### src/rtl/div_sched_pkg.sv
// Shared encodings and constants for the divide scheduler and its watchdog.
package div_sched_pkg;

  typedef enum logic [2:0] {
    OP_NOP  = 3'd0,
    OP_DIV  = 3'd1,
    OP_DIVU = 3'd2,
    OP_MTHI = 3'd3,
    OP_MTLO = 3'd4
  } op_e;

  typedef enum logic [1:0] {
    IDLE  = 2'b00,
    BUSY  = 2'b01,
    DRAIN = 2'b10
  } state_e;

  localparam logic [31:0] ZeroWord  = 32'h0000_0000;
  localparam logic [63:0] ZeroDWord = 64'h0;

endpackage

### src/rtl/div_watchdog.sv
// Busy-cycle counter for the divider; flags the last permitted cycle and keeps
// a sticky record of any operation that had to be abandoned for running long.
module div_watchdog #(
  parameter int TIMEOUT = 64,
  parameter int CW      = 7
) (
  input  logic clk,
  input  logic rst,
  input  logic clr,
  input  logic en,
  input  logic hold,
  output logic expire,
  output logic timeout
);

  localparam logic [CW-1:0] LastCnt = CW'(TIMEOUT - 1);

  logic [CW-1:0] cnt;

  assign expire = en & (cnt == LastCnt);

  // hold covers a flush or a result landing on the final cycle: neither is a timeout
  always_ff @(posedge clk or posedge rst) begin
    if (rst) begin
      cnt     <= '0;
      timeout <= 1'b0;
    end else begin
      if (clr)
        cnt <= '0;
      else if (en)
        cnt <= cnt + 1'b1;
      if (expire & ~hold)
        timeout <= 1'b1;
    end
  end

endmodule

### src/rtl/div_sched.sv
// Execute-stage sequencer for the shared divider; owns HI/LO and stalls the
// pipeline from request acceptance until the result is committed or dropped.
module div_sched
  import div_sched_pkg::*;
#(
  parameter int TIMEOUT = 64,
  parameter int CW      = 7
) (
  input  logic        clk,
  input  logic        rst,
  input  logic        ex_valid,
  input  logic [2:0]  ex_op,
  input  logic [31:0] ex_opr1,
  input  logic [31:0] ex_opr2,
  input  logic        flush,
  output logic        stall,
  output logic        div_start,
  output logic        div_signed,
  output logic        div_abandon,
  output logic [31:0] div_opr1,
  output logic [31:0] div_opr2,
  input  logic        div_ready,
  input  logic [63:0] div_res,
  output logic [31:0] hi,
  output logic [31:0] lo,
  output logic        div_timeout
);

  state_e state;
  logic   is_div, is_mt, req, mt, expire;

  assign is_div = ex_valid & ((ex_op == OP_DIV) | (ex_op == OP_DIVU));
  assign is_mt  = ex_valid & ((ex_op == OP_MTHI) | (ex_op == OP_MTLO));
  assign req    = is_div & ~flush;
  assign mt     = is_mt & ~flush & ~stall;

  // Expiry releases stall so the abandoned instruction leaves EX rather than reissuing.
  always_comb begin
    stall = 1'b0;
    unique case (state)
      IDLE:    stall = req;
      BUSY:    stall = ~div_ready & ~flush & ~expire;
      DRAIN:   stall = req | (is_mt & ~flush);
      default: stall = 1'b0;
    endcase
    if (rst) stall = 1'b0;
  end

  assign div_abandon = (state == BUSY) & (flush | (expire & ~div_ready));

  div_watchdog #(.TIMEOUT(TIMEOUT), .CW(CW)) u_wd (
    .clk     (clk),
    .rst     (rst),
    .clr     ((state == IDLE) & req),
    .en      (state == BUSY),
    .hold    (flush | div_ready),
    .expire  (expire),
    .timeout (div_timeout)
  );

  always_ff @(posedge clk or posedge rst) begin
    if (rst) begin
      state      <= IDLE;
      div_start  <= 1'b0;
      div_signed <= 1'b0;
      div_opr1   <= ZeroWord;
      div_opr2   <= ZeroWord;
      hi         <= ZeroWord;
      lo         <= ZeroWord;
    end else begin
      unique case (state)
        IDLE: begin
          if (req) begin
            div_opr1   <= ex_opr1;
            div_opr2   <= ex_opr2;
            div_signed <= (ex_op == OP_DIV);
            div_start  <= 1'b1;
            state      <= BUSY;
          end else if (mt) begin
            if (ex_op == OP_MTHI) hi <= ex_opr1;
            else                  lo <= ex_opr1;
          end
        end
        BUSY: begin
          if (flush) begin
            div_start <= 1'b0;
            state     <= IDLE;
          end else if (div_ready) begin
            hi        <= div_res[63:32];
            lo        <= div_res[31:0];
            div_start <= 1'b0;
            state     <= DRAIN;
          end else if (expire) begin
            div_start <= 1'b0;
            state     <= IDLE;
          end
        end
        // No new start until the divider has dropped the previous result.
        DRAIN: if (!div_ready) state <= IDLE;
        default: state <= IDLE;
      endcase
    end
  end

endmodule

### config.mk
export PLATFORM = sky130hd
export DESIGN_NAME = div_sched
export DESIGN_NICKNAME = d
export VERILOG_FILES = /design/src/rtl/div_sched_pkg.sv /design/src/rtl/div_watchdog.sv /design/src/rtl/div_sched.sv
export SDC_FILE = /design/constraint.sdc
export NUM_CORES = 1
export LEC_CHECK = 0
export CORE_MARGIN = 4
export CORE_UTILIZATION = 46
export DETAILED_ROUTE_END_ITERATION = 12
export MAX_ROUTING_LAYER = met4
export PLACE_DENSITY = 0.84
export SLEW_MARGIN = 40
export SYNTH_ARGS = -nofsm -noshare
export SYNTH_HDL_FRONTEND = slang
export SYNTH_HIERARCHICAL = 1
export SYNTH_SLANG_ARGS = --single-unit
### constraint.sdc
create_clock -name clk -period 10.25 [get_ports clk]
set_input_delay 1.025 -clock clk [delete_from_list [all_inputs] [get_ports clk]]
set_output_delay 1.025 -clock clk [all_outputs]
set_load 0.03 [all_outputs]
== Word-level counts from Yosys, hierarchy flattened ==
Index checks and enable logic that the tools add are counted.

* Flip-flop bits (word level): 140

* Add/subtract/negate cells: 1
* Mux-type cells: 27
* Reductions and logical operators: 8
* Equal/unequal tests: 16
* Bitwise gates (word level): 22

{| class="wikitable"
|+ Operator list
! cell !! number
|-
| 32-bit two-way mux || 10
|-
| 32-bit one-hot mux with 2 select lines || 2
|-
| 7-bit two-way mux || 2
|-
| 2-bit inequality test (second input constant) || 7
|-
| 1-bit bitwise AND || 12
|-
| 6-bit AND reduction || 2
|-
| 2-bit two-way mux || 5
|-
| 7-bit by 1-bit adder with 7-bit output (second input constant) || 1
|-
| 7-bit by 6-bit == test with 1-bit output (second input constant) || 1
|-
| 3-bit by 2-bit == test with 1-bit output (second input constant) || 2
|-
| 2-bit one-hot mux with 3 select lines || 1
|-
| 3-bit AND reduction || 2
|-
| 1-bit two-way mux || 5
|-
| 1-bit NOT || 5
|-
| 1-bit bitwise OR || 5
|-
| 4-bit inequality test (second input constant) || 1
|-
| 2-bit nonzero test || 2
|-
| 3-bit by 1-bit == test with 1-bit output (second input constant) || 1
|-
| 3-bit == test (second input constant) || 1
|-
| 1-bit one-hot mux with 3 select lines || 1
|-
| 2-bit by 1-bit == test with 1-bit output (second input constant) || 1
|-
| 2-bit == test (second input constant) || 1
|-
| 2-bit logical NOT || 1
|-
| 2-bit by 1-bit inequality test with 1-bit output (second input constant) || 1
|-
| other kinds (2) || 2
|}

== Logic depth before layout (Yosys ltp) ==
* Word-level depth: 12
* Gate-level depth with buffers: 10
* Depth with buffers taken out: 7

== Hierarchy ==
Netlist, hierarchy kept.

{| class="wikitable"
|+ By module, submodules not included
! module !! area each (sq um) !! sequential area each (sq um) !! cells each !! instances
|-
| div_sched || 5,988.2 || 3,303.2 || 520 || 1
|-
| div_watchdog || 372.9 || 200.2 || 35 || 1
|}

== Least setup slack after synthesis ==
OpenSTA, ideal clock, no wires.

* Path type: input to output
* Start point: in rst
* End point: out stall
* Cell stages on the path: 3
* Slack: 4,721 ps
* Data required time: 9,225 ps
* Data arrival time: 4,504 ps
* Path buffers: 0
* Cell sequence: inv_1 > nand2_1 > a31oi_1

* Longest elaborated chain between the ends: 1

{| class="wikitable"
|+ Ends and longest elaborated chain
! element !! RTL line !! RTL
|-
| start: declaration || div_sched.sv:10 || <nowiki>input logic rst,</nowiki>
|-
| 1-bit two-way mux || div_sched.sv:46 || <nowiki>if (rst) stall = 1'b0;</nowiki>
|-
| end: declaration || div_sched.sv:16 || <nowiki>output logic stall,</nowiki>
|}

No other way between the ends.

== Final worst setup path ==
* Start point: in flush
* End point: out stall

* Longest elaborated chain between the ends: 5
* Elaborated cells on any way between the ends: 8

{| class="wikitable"
|+ Ends and longest elaborated chain
! element !! RTL line !! RTL
|-
| start: declaration || div_sched.sv:15 || <nowiki>input logic flush,</nowiki>
|-
| 1-bit NOT (*) || div_sched.sv:34, div_sched.sv:42, div_sched.sv:43 ||
|-
| 1-bit bitwise AND (on tied branches) || div_sched.sv:34, div_sched.sv:42, div_sched.sv:43 ||
|-
| 1-bit bitwise OR / 1-bit bitwise AND (equally long branches) || div_sched.sv:43, div_sched.sv:42 ||
|-
| 1-bit one-hot mux with 3 select lines (*) || div_sched.sv:40 || <nowiki>unique case (state)</nowiki>
|-
| 1-bit two-way mux (*) || div_sched.sv:46 ||
|}

Every way passes the cells marked *; elsewhere a longest branch is shown, timed or not.

==> flow_results.xml <==
<?xml version="1.0" encoding="UTF-8"?>
<metrics>
  <group name="status">
    <metric name="outcome" unit="">complete, no violations</metric>
  </group>
  <group name="clock_network">
    <metric name="clk_latency" unit="ns">0.42</metric>
    <metric name="clock_path_buffers" unit="">2</metric>
    <metric name="h-tree-depth" unit="">4</metric>
    <metric name="cts-root-buf" unit="">clkbuf_16</metric>
    <metric name="cts_hold_buffers" unit="">0</metric>
    <metric name="post-cts-setup-buffer-count" unit="">0</metric>
    <metric name="tritoncts_buffers" unit="">17</metric>
    <metric name="clock_edge_transition_at_the_registers_on_the_reported_setup_and_hold_paths" unit="ns">0.06</metric>
    <metric name="tritoncts" unit="">done</metric>
    <metric name="cts.sink_count" unit="">140</metric>
    <metric name="number_of_gates_resized_after_cts" unit="">0</metric>
  </group>
  <group name="critical_path">
    <metric name="cp_data_required_time" unit="ns">9.23</metric>
    <metric name="setup.worst_path.start_class" unit="">input pin</metric>
    <metric name="sort_of_element_at_the_end_of_the_critical_path" unit="">primary output</metric>
    <metric name="timing.critical_path.arrival" unit="ns">3.12</metric>
    <metric name="timing.setup.critical_path_class" unit="">in -&gt; out</metric>
    <metric name="critPathMaxFanout" unit="">6</metric>
  </group>
  <group name="global_routing">
    <metric name="grt_pass1_wl" unit="um">29800</metric>
    <metric name="grt_overflow" unit="">0</metric>
    <metric name="initial_antenna_violation_count" unit="">0</metric>
    <metric name="first_global_vias" unit="">5579</metric>
    <metric name="grt.total_usage" unit="%">24.5</metric>
    <metric name="grt_max_degree" unit="">73</metric>
  </group>
  <group name="floorplan">
    <metric name="placement_rows" unit="">42</metric>
    <metric name="design.die.area" unit="um^2">15800</metric>
    <metric name="core" unit="um^2">13400</metric>
    <metric name="initial_core_util" unit="%">47.5</metric>
    <metric name="die_w" unit="um">126</metric>
    <metric name="die-height" unit="um">126</metric>
    <metric name="ports" unit="">269</metric>
  </group>
  <group name="timing">
    <metric name="maxClockFrequency" unit="MHz">241</metric>
    <metric name="totalNegativeSetupSlack" unit="ns">0</metric>
    <metric name="grt_setup_unrepaired" unit="">false</metric>
    <metric name="fin_skew" unit="ns">0.00647</metric>
    <metric name="timing.final.max_slew_violations" unit="">0</metric>
    <metric name="setup_ws" unit="ns">6.11</metric>
    <metric name="slew_headroom" unit="%">51.3</metric>
    <metric name="timing.final.hold_violations" unit="">0</metric>
    <metric name="timing.final.crit_period" unit="ns">4.14</metric>
    <metric name="setup_viol" unit="">0</metric>
    <metric name="fin_crit_sh" unit="%">40.4</metric>
    <metric name="worst_slew_pin_slew" unit="ns">0.731</metric>
  </group>
  <group name="synth">
    <metric name="number_of_enable_type_register_cells_in_the_synthesized_netlist" unit="">0</metric>
    <metric name="synth_fp_nets" unit="">692</metric>
    <metric name="synth_largest_type_area_fraction" unit="%">55.1</metric>
    <metric name="synth_largest_area_cell" unit="">dfrtp_1</metric>
    <metric name="postSynthCellCount" unit="">555</metric>
    <metric name="netlist_top_cells_count" unit="">200 x nand2_1, 140 x dfrtp_1, 109 x mux2_2</metric>
    <metric name="synth_warnings" unit="">6</metric>
    <metric name="synth_sequential_area_ratio" unit="%">55.1</metric>
    <metric name="postSynth.asyncResetShare" unit="%">100</metric>
    <metric name="synth_cell_types" unit="">38</metric>
    <metric name="synth_most_common_cell" unit="">nand2_1</metric>
    <metric name="synth_top_flop_cell" unit="">dfrtp_1</metric>
    <metric name="syn-mean-instance-area" unit="um^2">11.5</metric>
    <metric name="netlist_area" unit="um^2">6360</metric>
    <metric name="ys_ff_latch" unit="">140</metric>
    <metric name="synth_area_leaders" unit="">dfrtp_1 55%, mux2_2 19%, nand2_1 12%, mux2_4 3.3%, buf_6 1.9%</metric>
  </group>
  <group name="power_and_ir_drop">
    <metric name="power_density_over_the_cells" unit="nW/um^2">248</metric>
    <metric name="power.ir.vdd_worst" unit="mV">0.137</metric>
    <metric name="static_leak" unit="nW">4.34</metric>
  </group>
  <group name="drt">
    <metric name="drt-pass1-iter-count" unit="">5</metric>
    <metric name="wl" unit="um">18700</metric>
    <metric name="ant_nets" unit="">0</metric>
    <metric name="num_vias" unit="">5201</metric>
    <metric name="drt_iter0_drc" unit="">280</metric>
    <metric name="route.detailed.wl_per_inst" unit="um">18.6</metric>
    <metric name="route.detailed.drc" unit="">0</metric>
    <metric name="routed_via_density" unit="">5.16</metric>
  </group>
  <group name="hold_path">
    <metric name="worst_hold_path_class" unit="">reg -&gt; reg</metric>
  </group>
  <group name="placement">
    <metric name="port-buffer-count" unit="">268</metric>
    <metric name="pre_cts_slack" unit="ns">6.02</metric>
    <metric name="area_post_placement" unit="um^2">9110</metric>
    <metric name="gpl.final_weighted_congestion" unit="">0.839</metric>
    <metric name="place_hpwl" unit="um">13300</metric>
  </group>
  <group name="cells_and_area">
    <metric name="final_area" unit="um^2">9790</metric>
    <metric name="antenna-diode-count" unit="">0</metric>
    <metric name="design.final.nets" unit="">955</metric>
    <metric name="area_growth_syn_to_layout" unit="%">53.9</metric>
    <metric name="layout-drive-gt1-share" unit="%">20.8</metric>
  </group>
  <group name="run">
    <metric name="drv_cap" unit="">0</metric>
  </group>
</metrics>
## sequential cells by signal, summed over array words and instances, names as in the netlist
register      count
hi               32
div_opr2         32
div_opr1         32
div_start         1
u_wd/cnt          7
div_signed        1
lo               32
state             2
u_wd/timeout      1
## per-layer routing
| layer | track usage (%) | wire length (um) |
|---|---|---|
| met1 | 28.2 | 7230 |
| met2 | 40.1 | 9280 |
| met3 | 6.48 | 1420 |
| met4 | 11.6 | 800 |
| met5 | - | 0 |
## critical path, cell delays in order
cell,delay (ns)
clkdlybuf4s50_1,0.53
or2_2,0.36
nor2_1,0.16
nand2_1,0.11
a31oi_1,0.23
clkdlybuf4s50_1,0.70
## where the power goes
| group | internal, mW | total [mW] | switching (mW) |
|---|---|---|---|
| combinational | 0.421 | 0.924 | 0.504 |
| clock | 0.464 | 0.701 | 0.238 |
| sequential | 0.712 | 0.805 | 0.0933 |
| total | 1.60 | 2.43 | 0.834 |
## through the flow
stage	power (mW)	std cells	util, %	hold slack, ns
after floorplan	1.30	555	-	0.518
after global placement	1.71	975	67.9	0.457
after detailed placement	1.74	975	68.0	0.461
after CTS	2.45	1007	73.0	0.476
after global routing	2.54	1007	73.1	0.500
final	2.43	1007	73.1	0.472
## cells by family (layout without fill, tap and decap cells)
logic type / after synthesis / in the layout / share of synthesized area (%)
xor+xnor: 5 / 5 / 0.688
compound gates: 18 / 18 / 2.28
fa+ha+maj: 1 / 1 / 0.197
simple gates: 225 / 225 / 14.3
buf+inv: 37 / 313 / 3.78
flops: 140 / 140 / 55.1
mux: 129 / 129 / 23.6
## cells in the final DEF (no fill, tap or decap), drive strengths merged, types with 2 or more instances in the layout
master and count:
xor2 4, mux2 128, nand3 4, inv 9, bufinv 6, nand4 2
nor2 10, dfrtp 140, clkbuf 18, nand2 200, clkdlybuf4s50 268, a31oi 2
or3 2, buf 6, a21oi 5, clkinvlp 5, o21ai 5, nor3b 3
## final cells by class
type / instances / area, um^2
clock buffers: 18 / 439
inverters: 7 / 31.3
multi-input cells: 378 / 2620
well taps: 176 / 220
repair buffers: 274 / 2740
clock inverters: 14 / 240
flip-flops and latches: 140 / 3500
fillers: 909 / 3610
## path summary, 6_finish.rpt
check	slack, ns	from	end	cells past startpoint
worst max-delay path	6.11	flush	stall	6
worst min-delay path	0.47	div_opr1[14]$_DFFE_PP0P_	div_opr1[14]$_DFFE_PP0P_	2
worst max register to register	7.19	state[1]$_DFFE_PP0P_	lo[9]$_DFFE_PP0P_	6
worst min register to register	0.47	div_opr1[14]$_DFFE_PP0P_	div_opr1[14]$_DFFE_PP0P_	2
max in group asynchronous	8.14	rst	state[0]$_DFFE_PP0P_	3
min in group asynchronous	0.99	rst	u_wd/cnt[1]$_DFFE_PP0P_	2
No activity file was read; power rests on OpenSTA's default activity.
